### src/rtl/switch_key_reader_if.sv
// Bridge-side register bus for the switch/key input peripheral.
// The bridge drives strobe/address/data; the peripheral returns combinational read data.
interface switch_key_reader_if;
    logic        SK_En;
    logic [31:0] SK_Addr;
    logic [31:0] SK_Data;
    logic [31:0] SK_Out;

    modport master (output SK_En, output SK_Addr, output SK_Data, input SK_Out);
    modport slave  (input SK_En, input SK_Addr, input SK_Data, output SK_Out);
endinterface

### src/rtl/switch_key_reader.sv
// Synchronises and debounces 32 DIP switches and 8 keys, latches press/change events, raises a level IRQ.
// Reads are combinational on the address; writes land on the strobe edge; no backpressure on the bridge.
module switch_key_reader #(
    parameter logic [31:0] DB_MAX = 32'h1000
) (
    input  logic                       clk,
    input  logic                       reset,
    switch_key_reader_if.slave         bus,
    input  logic [31:0]                dip_switch,
    input  logic [7:0]                 user_key,
    output logic                       SK_IRQ
);
    localparam int NB = 40;

    // Bits [31:0] are switches, [39:32] are keys; pins are active-low.
    logic [NB-1:0] pin_on;
    logic [NB-1:0] sync1_q, sync2_q, samp_q, stable_q, stable_prev_q;
    logic [NB-1:0] stable_d, agree;
    logic [31:0]   cnt_q, cnt_d;
    logic          tick;
    logic [8:0]    event_q, event_d, ev_set, ev_clr;
    logic [8:0]    irq_en_q;
    logic          irq_q;
    logic [31:0]   word_addr;
    logic          wr_event, wr_irq_en;
    logic [31:0]   rd_dat;
    logic          unused_bus_bits;

    assign pin_on          = ~{user_key, dip_switch};
    assign word_addr       = {bus.SK_Addr[31:2], 2'b00};
    assign unused_bus_bits = ^{bus.SK_Addr[1:0], bus.SK_Data[31:9]};
    assign wr_event        = bus.SK_En && (word_addr == 32'h0000_7f48);
    assign wr_irq_en       = bus.SK_En && (word_addr == 32'h0000_7f4c);

    assign tick  = (cnt_q == DB_MAX - 32'd1);
    assign cnt_d = tick ? 32'd0 : cnt_q + 32'd1;

    // A bit is accepted only when two consecutive tick samples agree.
    assign agree    = ~(sync2_q ^ samp_q);
    assign stable_d = tick ? ((sync2_q & agree) | (stable_q & ~agree)) : stable_q;

    always_comb begin
        ev_set[7:0] = stable_q[39:32] & ~stable_prev_q[39:32];
        ev_set[8]   = |(stable_q[31:0] ^ stable_prev_q[31:0]);
        ev_clr      = wr_event ? bus.SK_Data[8:0] : 9'd0;
        // Set after clear so a same-edge event survives a write-1-to-clear.
        event_d     = (event_q & ~ev_clr) | ev_set;
    end

    always_ff @(posedge clk) begin
        if (reset) begin
            sync1_q       <= '0;
            sync2_q       <= '0;
            samp_q        <= '0;
            stable_q      <= '0;
            stable_prev_q <= '0;
            cnt_q         <= '0;
            event_q       <= '0;
            irq_en_q      <= '0;
            irq_q         <= 1'b0;
        end else begin
            sync1_q       <= pin_on;
            sync2_q       <= sync1_q;
            cnt_q         <= cnt_d;
            if (tick) begin
                samp_q <= sync2_q;
            end
            stable_q      <= stable_d;
            stable_prev_q <= stable_q;
            event_q       <= event_d;
            if (wr_irq_en) begin
                irq_en_q <= bus.SK_Data[8:0];
            end
            irq_q         <= |(event_q & irq_en_q);
        end
    end

    always_comb begin
        rd_dat = 32'd0;
        case (word_addr)
            32'h0000_7f40: rd_dat = stable_q[31:0];
            32'h0000_7f44: rd_dat = {24'd0, stable_q[39:32]};
            32'h0000_7f48: rd_dat = {23'd0, event_q};
            32'h0000_7f4c: rd_dat = {23'd0, irq_en_q};
            default:       rd_dat = 32'd0;
        endcase
    end

    assign bus.SK_Out = rd_dat;
    assign SK_IRQ     = irq_q;
endmodule

### src/flat_wrapper.sv
// flat-port wrapper written by rule: the top's interface ports become plain ports
module switch_key_reader_flat 
#(
    parameter logic [31:0] DB_MAX = 32'h1000
)
  (clk, reset, dip_switch, user_key, SK_IRQ, bus_SK_En, bus_SK_Addr, bus_SK_Data, bus_SK_Out);
  switch_key_reader_if bus_i ();
  input  logic clk;
  input  logic reset;
  input  logic [31:0] dip_switch;
  input  logic [7:0] user_key;
  output logic SK_IRQ;
  input wire logic [$bits(bus_i.SK_En)-1:0] bus_SK_En;
  input wire logic [$bits(bus_i.SK_Addr)-1:0] bus_SK_Addr;
  input wire logic [$bits(bus_i.SK_Data)-1:0] bus_SK_Data;
  output wire logic [$bits(bus_i.SK_Out)-1:0] bus_SK_Out;
  assign bus_i.SK_En = bus_SK_En;
  assign bus_i.SK_Addr = bus_SK_Addr;
  assign bus_i.SK_Data = bus_SK_Data;
  assign bus_SK_Out = bus_i.SK_Out;
  switch_key_reader #(.DB_MAX(DB_MAX)) u_core (.clk(clk), .reset(reset), .bus(bus_i), .dip_switch(dip_switch), .user_key(user_key), .SK_IRQ(SK_IRQ));
endmodule
### config.mk
export PLATFORM = sky130hd
export DESIGN_NAME = switch_key_reader_flat
export DESIGN_NICKNAME = d
export VERILOG_FILES = /design/src/rtl/switch_key_reader_if.sv /design/src/rtl/switch_key_reader.sv /design/src/flat_wrapper.sv
export SDC_FILE = /design/constraint.sdc
export NUM_CORES = 1
export LEC_CHECK = 0
export CORE_ASPECT_RATIO = 1.1
export CORE_MARGIN = 4
export CORE_UTILIZATION = 54
export CTS_CLUSTER_SIZE = 20
export DETAILED_ROUTE_END_ITERATION = 7
export PLACE_DENSITY = 0.78
export SLEW_MARGIN = 5
export SYNTH_ARGS = -nofsm -noshare
export SYNTH_HDL_FRONTEND = slang
export SYNTH_SLANG_ARGS = --single-unit
### constraint.sdc
create_clock -name clk -period 2.1 [get_ports clk]
set_input_delay 0.21 -clock clk [delete_from_list [all_inputs] [get_ports clk]]
set_output_delay 0.21 -clock clk [all_outputs]
set_load 0.02 [all_outputs]
======== Word-level counts from Yosys, hierarchy flattened ========
Cells that the tools add are included.
word-level totals
  bits in registers ....................... 251
  input bits .............................. 107
  word-level logic and storage cells ...... 36
  output and inout bits ................... 33
cells by class
  add/sub/neg operators ................... 1
  bitwise operators ....................... 14
  muxes and demuxes ....................... 2
  reductions and logical operators ........ 5
  equality and inequality tests ........... 5
operators by type and width
  cell                                              count
  one-hot mux 32 bit (4 select lines)               1
  == test 30 x 13 -> 1 bit (second input constant)  4
  NOT 40 bit                                        3
  bitwise AND 40 bit                                2
  OR 40 bit                                         1
  XOR 40 bit                                        1
  adder 32 x 1 -> 32 bit (second input constant)    1
  == test 32 x 12 -> 1 bit (second input constant)  1
  OR reduction 32 bit                               1
  XOR 32 bit                                        1
  bitwise AND 9 bit                                 2
  2-to-1 mux 9 bit                                  1
  NOT 9 bit                                         1
  OR 9 bit                                          1
  OR reduction 9 bit                                1
  bitwise AND 8 bit                                 1
  NOT 8 bit                                         1
  logical AND 1 bit                                 2
  OR reduction 2 bit                                1

======== Logic depth before layout (Yosys ltp) ========
Gate-level depths: netlist of run 1.
  depth in word-level cells ............... 6
  gate-level depth with buffers ........... 8
  gate-level depth less buffers ........... 6

======== Worst setup path before layout of run 1 ========
Ideal clock, no wire load.
  path kind ............................... in2out
  from .................................... input port bus_SK_Addr[5]
  to ...................................... output port bus_SK_Out[10]
  buffers on the path ..................... 1
  slack ................................... 0.119 ns
  arrival ................................. 1.771 ns
  data required time ...................... 1.890 ns
  stages on the path ...................... 6
  path through ............................ nand2b_4 or4_4 or3_4 nor3_4 buf_2 and2_1
on the way
  longest elaborated chain between the ends .. 2
  elaborated cells between the ends (all ways) .. 5
  those cells by class .................... 4 x eq/ne; 1 x mux
ends and longest elaborated chain
  element                                  line                     RTL
  from (decl)                              flat_wrapper.sv:14       input wire logic [$bits(bus_i.SK_Addr)-1:0] bus_SK_Addr;
  == test 30 x 13 -> 1 bit                 switch_key_reader.sv:80  case (word_addr)
  one-hot mux 32 bit (4 select lines) (*)  switch_key_reader.sv:80
  to (decl)                                flat_wrapper.sv:16       output wire logic [$bits(bus_i.SK_Out)-1:0] bus_SK_Out;
Every way passes the cells marked *; elsewhere a longest branch is shown, timed or not.

======== Worst setup path in the final report of run 1 ========
  from .................................... input port bus_SK_Addr[10]
  to ...................................... output port bus_SK_Out[10]
Same word-level chain as after synthesis.

==> impl_metrics.csv, run 1 <==
group,metric,value,unit
status,status,"complete, but fails checks",
power,p_int,7864,uW
global_route,grt_start_max_net_pins,77,
place,pre_cts_slack,-0.8754,ns
sta,min_period_over_period,1.076,
logic_synthesis,synth_xor_xnor_area_share,0.05884,
place,gp_congestion,0.8066,
detailed_routing,drc,0,
sta,holdWs,0.2136,ns
layout,post-route-util,0.7138,
floorplanning,io_pins,140,
floorplanning,die_area,0.01925,mm2
logic_synthesis,syn_inst,986,
sta,fmax,442.4,MHz
sta,hold_viol,0,
floorplanning,die_x,132.6,um
sta,rsz0062_at_grt,"yes",
cts,cts_tree,"yes",
layout,drive_above_1_share,0.1514,
min_path,holdPathStages,2,
detailed_routing,wl,20.20,mm
place,placed_area,0.01076,mm2
sta,worst_slack,-0.1606,ns
critical_path,critPathKind,"input port to primary output",
logic_synthesis,ys_warn_count,0,
global_route,grt-ovfl-total,0,
critical_path,worst_setup_path_end_kind,"primary output",
critical_path,r2r_setup_slack,0.20,ns
global_route,antenna_found_initial,0,
floorplanning,start_util,0.5575,
detailed_routing,vias_per_cell,5.295,
power,switchingPower,1926,uW
place,dpl.hpwl,12.70,mm
global_route,track_usage,0.2024,
power,vdd_ir_drop_max,0.0005820,V
critical_path,cp_data_arrival_time,2.05,ns
power,finalPower,9790,uW
min_path,min_to,"u_core.sync1_q[24]",
logic_synthesis,ys_types,43,
critical_path,cp_max_fo,6,
flow_run,max_cap_viol_count,0,
layout,regArea,0.005025,mm2
cts,cts_htree_levels,1,
cts,cts.sinks,251,
layout,nFillCells,1221,
critical_path,cp.required,1.89,ns
logic_synthesis,synth-compound-area-share,0.09124,
sta,slew_headroom,0.6983,
sta,worst_slew_pin_slew,0.4525,ns
critical_path,startpoint_type,"input port",
cts,cts-root-buf,"clkbuf_16",
critical_path,reg2regPathDepth,8,
power,p_sw_frac,0.1967,
sta,slew_violations,0,
min_path,worstHoldStart,"dip_switch[24]",
logic_synthesis,synth.mux.area_fraction,0.03050,
power,combinationalPowerShare,0.032,
detailed_routing,drt_iter0_drc,361,
logic_synthesis,synth_seq_cells,251,
global_route,grt_pass1_wl,32.95,mm
power,clkPwrFrac,0.470,
sta,layout_min_cycle_time,2.261,ns
cts,cts_buffer_depth,3,
cts,cts.clk_slew.worst_paths,0.06,ns
global_route,grt_pass1_vias,6786,
layout,fin_nets,1226,
logic_synthesis,avgSynthCellArea,9.360,um2
min_path,hold_class,"input port to flop",
logic_synthesis,synth_top_family_by_area,"simple AND/OR/NAND/NOR gates",
layout,final_area,0.01182,mm2
floorplanning,core_area,0.01655,mm2
floorplanning,fp-row-count,49,
power,p_per_area,828.6,mW/mm2
layout,areaGrowthSynthToFinish,28.02,%
detailed_routing,wire_per_inst,15.06,um
cts,cts_made_buffers,26,
logic_synthesis,ys_seq_area_frac,0.5445,
critical_path,timing.rr.start,"u_core.cnt_q[0]",
layout,multiInputGateArea,0.004074,mm2
logic_synthesis,syn_area,0.009229,mm2
logic_synthesis,synthSimpleGateAreaFrac,0.2477,
sta,setup_viol,23,
place,io_buffers,114,
critical_path,r2r_end,"u_core.samp_q[25]",
detailed_routing,via_count,7101,
logic_synthesis,synthAdderAreaFrac,0.001356,
logic_synthesis,syn_nets,1094,
detailed_routing,ant_nets,0,
power,pwr-share-seq,0.498,
cts,clock_latency,0.51,ns
detailed_routing,firstDrtPassIters,5,
status,violations,"negative setup slack",
floorplanning,die_height,145.1,um
power,p_leak,0.004242,uW
sta,final.setup_skew,0.01177,ns
cells by family after synthesis:
group                      count (synthesis)
adders and majority gates                  1
xor gates and xnor gates                  62
AOI/OAI and AO/OA                        136
muxes                                     18
buffers and inverters                     56
DFF                                      251
and+or+nand+nor                          462
per-layer routing:
metal	share of wire	vias up	GRT usage
li1	-	3594	-
met5	0	-	0
met1	0.43	3300	0.2587
met3	0.056	24	0.03705
met2	0.50	183	0.3557
met4	0.014	0	0.04782
cells in the mapped netlist, drive strengths merged:
cell      n  area (um2)
a31oi     2       12.51
xnor2    55       481.7
a222oi    1       10.01
dfxtp   251        5025
nor2     87       326.6
xor2      7       61.31
nor4b     1       8.760
clkbuf   33       125.1
and4      5       43.79
and2b     5       42.54
o41ai     1       16.27
o211ai   40       300.3
nand4    15       93.84
and2     25       156.4
and3      3       18.77
ha        1       12.51
a22o      1       8.760
or4       1       11.26
inv       5       18.77
mux4      8       180.2
nor3     11       82.58
nand2   170       638.1
mux2      1       11.26
nand3    15       75.07
a21oi    40       200.2
or3       2       17.52
o21ai    40       200.2
a221oi    1       8.760
nor2b    91       569.3
mux2i     9       90.09
nand2b   11       76.32
buf      18       95.09
a311oi    8       70.07
a22oi     2       15.01
nor4     20       125.1
critical path, cell delays in order:
cell and delay, ns:
buf_6 0.07, nand4_1 0.09, or4_4 0.49, or3_4 0.40
nor3_4 0.16, buf_12 0.14, buf_12 0.11, buf_16 0.12
and2_4 0.14, buf_6 0.11
how the worst max path moves through the flow:
| stage | slack (ns) | to | from | depth (start not counted) |
|---|---|---|---|---|
| CTS | -0.20 | bus_SK_Out[10] | bus_SK_Addr[10] | 10 |
| finish | -0.16 | bus_SK_Out[10] | bus_SK_Addr[10] | 10 |
| global placement | -0.82 | bus_SK_Out[10] | bus_SK_Addr[11] | 8 |
| detailed placement | -0.88 | bus_SK_Out[13] | bus_SK_Addr[11] | 8 |
| global route | -0.21 | bus_SK_Out[18] | bus_SK_Addr[10] | 10 |
| floorplan | 0.12 | bus_SK_Out[10] | bus_SK_Addr[5] | 6 |
repair_timing:
action,in CTS,in global routing
pin swaps,11,6
hold endpoints to repair,10,0
resized for setup,235,24
endpoints found under the setup margin,32,42
gates cloned,3,0
buffers inserted,4,3
hold buffers,1,0
cell type report:
class,count,area share
Timing Repair Buffer,155,0.1318
Sequential cell,251,0.4253
Multi-Input combinational cell,679,0.3448
Antenna cell,1,0.0002118
Clock inverter,6,0.007413
Tap cell,204,0.02160
Inverter,5,0.001588
Clock buffer,40,0.06725
per-stage QoR:
step                      cells  setup TNS [ns]
after floorplan             986               0
after global placement     1285          -29.30
after detailed placement   1285          -30.39
after CTS                  1339          -3.675
after global routing       1340          -3.747
final                      1341          -2.604
placed cells by master (no fill, tap or decap), drive strengths merged, types with 7 or more instances in the layout:
| master | count |
|---|---|
| dfxtp | 251 |
| nand2 | 170 |
| nor2b | 91 |
| nor2 | 87 |
| buf | 78 |
| xnor2 | 55 |
| clkdlybuf4s50 | 55 |
| clkbuf | 44 |
| o211ai | 40 |
| o21ai | 40 |
| a21oi | 40 |
| and2 | 25 |
| nor4 | 20 |
| nand3 | 15 |
| nand4 | 15 |
| dlygate4sd2 | 13 |
| nand2b | 11 |
| nor3 | 11 |
| mux2i | 9 |
| a311oi | 8 |
| mux4 | 8 |
| xor2 | 7 |
power groups by stage:
stage,registers (uW),clock network [uW],logic (uW)
after floorplan,4970,0,122
after global placement,4970,0,324
after detailed placement,4980,0,327
after CTS,4870,4680,318
after global routing,4880,4920,343
final,4870,4600,317
(Power assumes the default switching activity.)
==> run 2: changes to the inputs <==
--- a/config.mk
+++ b/config.mk
@@ -6,7 +6,7 @@
 export NUM_CORES = 1
 export LEC_CHECK = 0
 export CORE_ASPECT_RATIO = 1.1
-export CORE_MARGIN = 4
+export CORE_MARGIN = 2
 export CORE_UTILIZATION = 54
 export CTS_CLUSTER_SIZE = 20
 export DETAILED_ROUTE_END_ITERATION = 7
==> impl_metrics.csv, run 2 (synthesis results as in run 1) <==
group,metric,value,unit
status,status,"complete, but fails checks",
status,violations,"negative setup slack",
critical_path,cp_cell_sequence,"dlygate4sd2_1 -> nor4_2 -> nand3_1 -> or3_4 -> nor3_4 -> buf_6 -> buf_12 -> buf_16 -> and2_4 -> buf_6",
critical_path,timing.rr.start,"u_core.cnt_q[0]",
layout,final_area,0.01194,mm2
layout,fin_nets,1230,
place,io_buffers,114,
critical_path,worst-path-stages,10,
sta,worst_slack,-0.2329,ns
min_path,hold_class,"input port to flop",
sta,fmax,428.7,MHz
detailed_routing,ant_nets,0,
layout,final_cell_mix,"dfxtp_1 (251), nand2_1 (170), nor2b_1 (91)",
sta,min_period_over_period,1.111,
power,p_per_area,835.7,mW/mm2
detailed_routing,wl,20.72,mm
cts,clock_latency,0.51,ns
global_route,grt_start_max_net_pins,81,
layout,multiInputGateArea,0.004071,mm2
critical_path,critPathKind,"input port to primary output",
global_route,track_usage,0.2157,
critical_path,cp.required,1.89,ns
sta,worst_slew_pin_slew,0.4387,ns
global_route,grt_pass1_vias,6823,
cts,cts.clk_slew.worst_paths,0.06,ns
cts,cts-root-buf,"clkbuf_16",
critical_path,crit_path_max_incr_delay,0.41,ns
floorplanning,start_util,0.5464,
cts,cts.sinks,251,
cts,cts_htree_levels,1,
sta,hold_viol,0,
critical_path,reg2regPathDepth,9,
cts,cts_made_buffers,25,
min_path,holdPathStages,2,
global_route,grt-ovfl-total,0,
place,pre_cts_slack,-0.8520,ns
cts,cts_buffer_depth,3,
power,vdd_ir_drop_max,0.0005714,V
place,gp_congestion,0.8538,
layout,nFillCells,1232,
critical_path,worst_setup_path_end_kind,"primary output",
layout,drive_above_1_share,0.1543,
global_route,grt_pass1_wl,32.19,mm
layout,regArea,0.005025,mm2
critical_path,critPathSlowestCell,"or3_4",
sta,slew_headroom,0.7048,
power,p_leak,0.004305,uW
sta,rsz0062_at_grt,"yes",
sta,holdWs,0.2131,ns
detailed_routing,vias_per_cell,5.311,
detailed_routing,via_count,7164,
sta,slew_violations,0,
floorplanning,die_height,141.1,um
place,dpl.hpwl,12.56,mm
place,placed_area,0.01079,mm2
layout,layout_commonest_cell,"dfxtp_1",
floorplanning,io_pins,140,
min_path,worstHoldStart,"dip_switch[26]",
detailed_routing,drt_iter0_drc,425,
detailed_routing,firstDrtPassIters,7,
global_route,antenna_found_initial,0,
floorplanning,fp-row-count,50,
layout,areaGrowthSynthToFinish,29.41,%
critical_path,crit_buf_inv,5,
critical_path,cp_max_fo,6,
floorplanning,die_area,0.01815,mm2
sta,final.setup_skew,0.01436,ns
critical_path,cp_data_arrival_time,2.12,ns
sta,setup_viol,26,
critical_path,startpoint_type,"input port",
floorplanning,core_area,0.01689,mm2
sta,layout_min_cycle_time,2.333,ns
detailed_routing,drc,0,
critical_path,crit_family,"simple AND/OR/NAND/NOR gates",
layout,antennaDiodeCount,0,
cts,cts_tree,"yes",
critical_path,crit_top_cell,"buf_6",
floorplanning,die_x,128.6,um
min_path,min_to,"u_core.sync1_q[26]",
flow_run,max_cap_viol_count,0,
critical_path,r2r_setup_slack,0.13,ns
detailed_routing,wire_per_inst,15.36,um
## run 2: cell count changes in the layout (fill, tap and decap cells not counted), moves of 4 or more
cell,delta
bufinv_16,+4
buf_2,-4
clkbuf_1,-4
dlygate4sd2_1,+4
clkbuf_8,-6
buf_4,+4
clkinv_2,+6
## run 2: stage by stage
| stage | setup TNS (ns) | cells | util | power, uW |
|---|---|---|---|---|
| 2_1_floorplan | 0 | 986 | - | 5088 |
| 3_3_place_gp | -28.71 | 1290 | 0.6385 | 5303 |
| 3_5_place_dp | -30.20 | 1290 | 0.6385 | 5307 |
| 4_1_cts | -4.341 | 1345 | 0.7041 | 10050 |
| 5_1_grt | -5.699 | 1349 | 0.7070 | 10300 |
| 6_report | -3.652 | 1349 | 0.7070 | 9980 |
## run 2: how the worst max path moves through the flow
stage	from	end	slack (ns)
6_report	bus_SK_Addr[22]	bus_SK_Out[17]	-0.23
5_1_grt	bus_SK_Addr[22]	bus_SK_Out[17]	-0.30
4_1_cts	bus_SK_Addr[5]	bus_SK_Out[28]	-0.23
3_5_place_dp	bus_SK_Addr[11]	bus_SK_Out[28]	-0.85
3_3_place_gp	bus_SK_Addr[11]	bus_SK_Out[10]	-0.80
2_1_floorplan	bus_SK_Addr[5]	bus_SK_Out[10]	0.12
## run 2: repair_timing
item | in CTS | in global routing
hold buffers | 1 | 0
hold endpoints to repair | 8 | 0
buffers inserted | 5 | 3
gates cloned | 3 | 2
gates resized for setup | 238 | 16
setup endpoints to repair | 32 | 105
pin swaps | 11 | 8
## run 2: layer usage
layer	wire length [um]	GRT usage
met1	8827	0.2792
met4	371	0.06178
met5	0	0
met3	1224	0.03416
met2	10290	0.3729
## run 2: cell type report
cell class,count,area share
Sequential cell,251,0.4207
Multi-Input combinational cell,679,0.3409
Timing Repair Buffer,160,0.1397
Clock buffer,28,0.05416
Tap cell,208,0.02179
Clock inverter,18,0.02116
Inverter,5,0.001572
## run 2: power breakdown
| group | switching, uW | internal [uW] | leakage [uW] |
|---|---|---|---|
| clock | 1820 | 2970 | 0.000443 |
| sequential | 34.2 | 4840 | 0.00204 |
| combinational | 135 | 187 | 0.00182 |
==> run 3: changes to the inputs <==
--- a/config.mk
+++ b/config.mk
@@ -5,9 +5,10 @@
 export SDC_FILE = /design/constraint.sdc
 export NUM_CORES = 1
 export LEC_CHECK = 0
+export ABC_AREA = 1
 export CORE_ASPECT_RATIO = 1.1
 export CORE_MARGIN = 2
-export CORE_UTILIZATION = 54
+export CORE_UTILIZATION = 55
 export CTS_CLUSTER_SIZE = 20
 export DETAILED_ROUTE_END_ITERATION = 7
 export PLACE_DENSITY = 0.78
==> constraint.sdc (replaced) <==
create_clock -name clk -period 2.5 [get_ports clk]
set_input_delay 0.25 -clock clk [delete_from_list [all_inputs] [get_ports clk]]
set_output_delay 0.25 -clock clk [all_outputs]
set_load 0.02 [all_outputs]
==> impl_metrics.csv, run 3 <==
group,metric,value,unit
layout,nFillCells,1567,
power,pwr-share-seq,0.501,
logic_synthesis,synth.top_cells.by_area,"dfxtp_1 (49%), nand2_1 (11%), nand3_1 (9.0%)",
detailed_routing,drc,0,
critical_path,worst_setup_path_end_kind,"primary output",
sta,worst_slew_pin_slew,0.9686,ns
floorplanning,die_area,0.01973,mm2
power,vdd_ir_drop_max,0.0006212,V
flow_run,max_cap_viol_count,0,
power,p_int,6485,uW
logic_synthesis,ys_async_sr_fraction,0,
status,status,"complete, no violations",
logic_synthesis,synth_xor_xnor_area_share,0.05473,
cts,cts.clk_slew.worst_paths,0.07,ns
global_route,grt-ovfl-total,0,
logic_synthesis,ys_types,31,
logic_synthesis,syn_nets,1507,
floorplanning,fp-row-count,52,
min_path,hold_class,"input port to flop",
sta,slew_headroom,0.3533,
place,placed_area,0.01164,mm2
critical_path,cp.required,2.25,ns
logic_synthesis,synthAdderAreaFrac,0.001222,
sta,hold_viol,0,
cts,cts_tree,"yes",
logic_synthesis,syn_area,0.01024,mm2
power,clkPwrFrac,0.461,
sta,layout_min_cycle_time,2.304,ns
detailed_routing,wire_per_inst,12.46,um
logic_synthesis,syn_inst,1399,
sta,setup_viol,0,
detailed_routing,ant_nets,0,
critical_path,cp_data_arrival_time,2.05,ns
global_route,antenna_found_initial,0,
layout,areaGrowthSynthToFinish,21.46,%
detailed_routing,drt_iter0_drc,578,
power,switchingPower,1698,uW
global_route,grt_pass1_vias,8291,
sta,final.setup_skew,0.01609,ns
logic_synthesis,synth_edf_count,0,
power,combinationalPowerShare,0.038,
layout,fin_nets,1615,
floorplanning,core_area,0.01835,mm2
logic_synthesis,synth.mux.area_fraction,0,
detailed_routing,firstDrtPassIters,5,
layout,layout.cells.non_filler,1768,
layout,final_area,0.01244,mm2
logic_synthesis,synth_ff_type,"dfxtp_1",
logic_synthesis,synth-compound-area-share,0.03726,
detailed_routing,via_count,8789,
cts,cts.sinks,251,
cts,cts_htree_levels,1,
logic_synthesis,ys_warn_count,0,
place,io_buffers,114,
cts,cts_buffer_depth,3,
power,p_per_area,657.8,mW/mm2
critical_path,startpoint_type,"input port",
logic_synthesis,synthSimpleGateAreaFrac,0.3249,
layout,post-route-util,0.6781,
place,gp_congestion,0.8858,
critical_path,r2r_setup_slack,0.44,ns
layout,drive_above_1_share,0.05705,
floorplanning,die_x,134.1,um
sta,fmax,434.0,MHz
sta,slew_violations,0,
layout,layout_commonest_cell,"nand2_1",
detailed_routing,vias_per_cell,4.971,
place,dpl.hpwl,14.62,mm
cts,clock_latency,0.52,ns
layout,final_cell_mix,"nand2_1 (308), dfxtp_1 (251), nor2_1 (235)",
logic_synthesis,yosysTopAreaCell,"dfxtp_1",
cts,cts_made_buffers,24,
logic_synthesis,synth.most_common_cell,"nand2_1",
logic_synthesis,synth_seq_cells,251,
power,p_leak,0.005211,uW
place,dp.cells,1724,
logic_synthesis,avgSynthCellArea,7.321,um2
floorplanning,io_pins,140,
floorplanning,die_height,147.1,um
detailed_routing,wl,22.03,mm
logic_synthesis,synth_top_family_by_area,"simple AND/OR/NAND/NOR gates",
cts,cts-root-buf,"clkbuf_16",
critical_path,cp_max_fo,23,
sta,rsz0062_at_grt,"no",
power,p_sw_frac,0.2075,
critical_path,critPathKind,"input port to primary output",
layout,antennaDiodeCount,0,
sta,finalSetupTns,0,ns
global_route,grt_pass1_wl,37.56,mm
logic_synthesis,ys_seq_area_frac,0.4906,
sta,min_period_over_period,0.9216,
logic_synthesis,yosys-top-cells-count,"nand2_1 (308), dfxtp_1 (251), nor2_1 (237)",
floorplanning,start_util,0.5582,
logic_synthesis,netlist.area_leader.share,0.4906,
global_route,grt_start_max_net_pins,155,
global_route,track_usage,0.2250,
run 3: cell types whose count changed after synthesis, moves of 17 or more:
cell,delta
xor2_1,+17
and2_1,-25
o21ai_0,-23
nand2_1,+138
nand3_1,+169
o211ai_1,-39
inv_1,+164
nor2b_1,-91
nor4_1,-20
nor2_1,+150
run 3: worst paths after layout:
kind | from | to | cells after the start
max | bus_SK_Addr[14] | bus_SK_Out[21] | 11
min | dip_switch[14] | u_core.sync1_q[14] | 2
max reg2reg | u_core.cnt_q[0] | u_core.cnt_q[24] | 10
min reg2reg | u_core.sync1_q[25] | u_core.sync2_q[25] | 2
run 3: area by class of cell:
| cell class | instances | area, um2 | share of cell area |
|---|---|---|---|
| Sequential cell | 251 | 5025 | 0.4039 |
| Tap cell | 243 | 304.0 | 0.02444 |
| Clock buffer | 32 | 690.7 | 0.05552 |
| Clock inverter | 12 | 152.6 | 0.01227 |
| Timing Repair Buffer | 135 | 1331 | 0.1070 |
| Multi-Input combinational cell | 922 | 4288 | 0.3447 |
| Inverter | 173 | 649.4 | 0.05220 |
run 3: worst max-delay path: stages:
cell	delay, ns
clkdlybuf4s50_1	0.46
inv_1	0.05
nor2_1	0.07
nand2_1	0.05
nor2_1	0.17
nand2_1	0.12
nor2_4	0.13
nand2_1	0.12
buf_12	0.18
nor2_1	0.10
dlygate4sd2_1	0.34
run 3: through the flow:
step           total power, uW  hold WS (ns)  setup WS (ns)
2_1_floorplan             4325        0.3167         0.7657
5_1_grt                   8474        0.2487        0.01023
4_1_cts                   8258        0.2266         0.1842
6_report                  8184        0.2425         0.1960
3_5_place_dp              4500        0.3936       -0.09643
3_3_place_gp              4494        0.3887       -0.06838
run 3: logic make-up (layout without fill, tap and decap cells):
| kind of cell | Yosys count | in the layout |
|---|---|---|
| AO/OA/AOI/OAI | 75 | 75 |
| XOR/XNOR | 64 | 64 |
| adder cells (fa/ha/maj) | 1 | 1 |
| buffers and inverters | 226 | 352 |
| flip-flops | 251 | 251 |
| AND/OR/NAND/NOR | 782 | 782 |
run 3: per-layer routing:
metal | wire [um] | vias to the layer above | GRT usage
met2 | 11150 | 211 | 0.4108
met3 | 1136 | 34 | 0.02933
met5 | 0 | - | 0
li1 | - | 4559 | -
met4 | 423 | 0 | 0.05842
met1 | 9324 | 3985 | 0.2794
run 3: repair_timing:
| item | CTS | global route |
|---|---|---|
| hold buffers | 0 | 0 |
| resized for setup | 32 | 0 |
| setup endpoints to repair | 32 | 0 |
| setup buffers | 0 | 0 |
run 3: power by group through the flow:
stage | Combinational, uW | Sequential (uW) | Clock [uW]
global route | 344 | 4100 | 4030
global placement | 308 | 4190 | 0
floorplan | 145 | 4180 | 0
finish | 309 | 4100 | 3770
detailed placement | 312 | 4190 | 0
CTS | 314 | 4100 | 3850
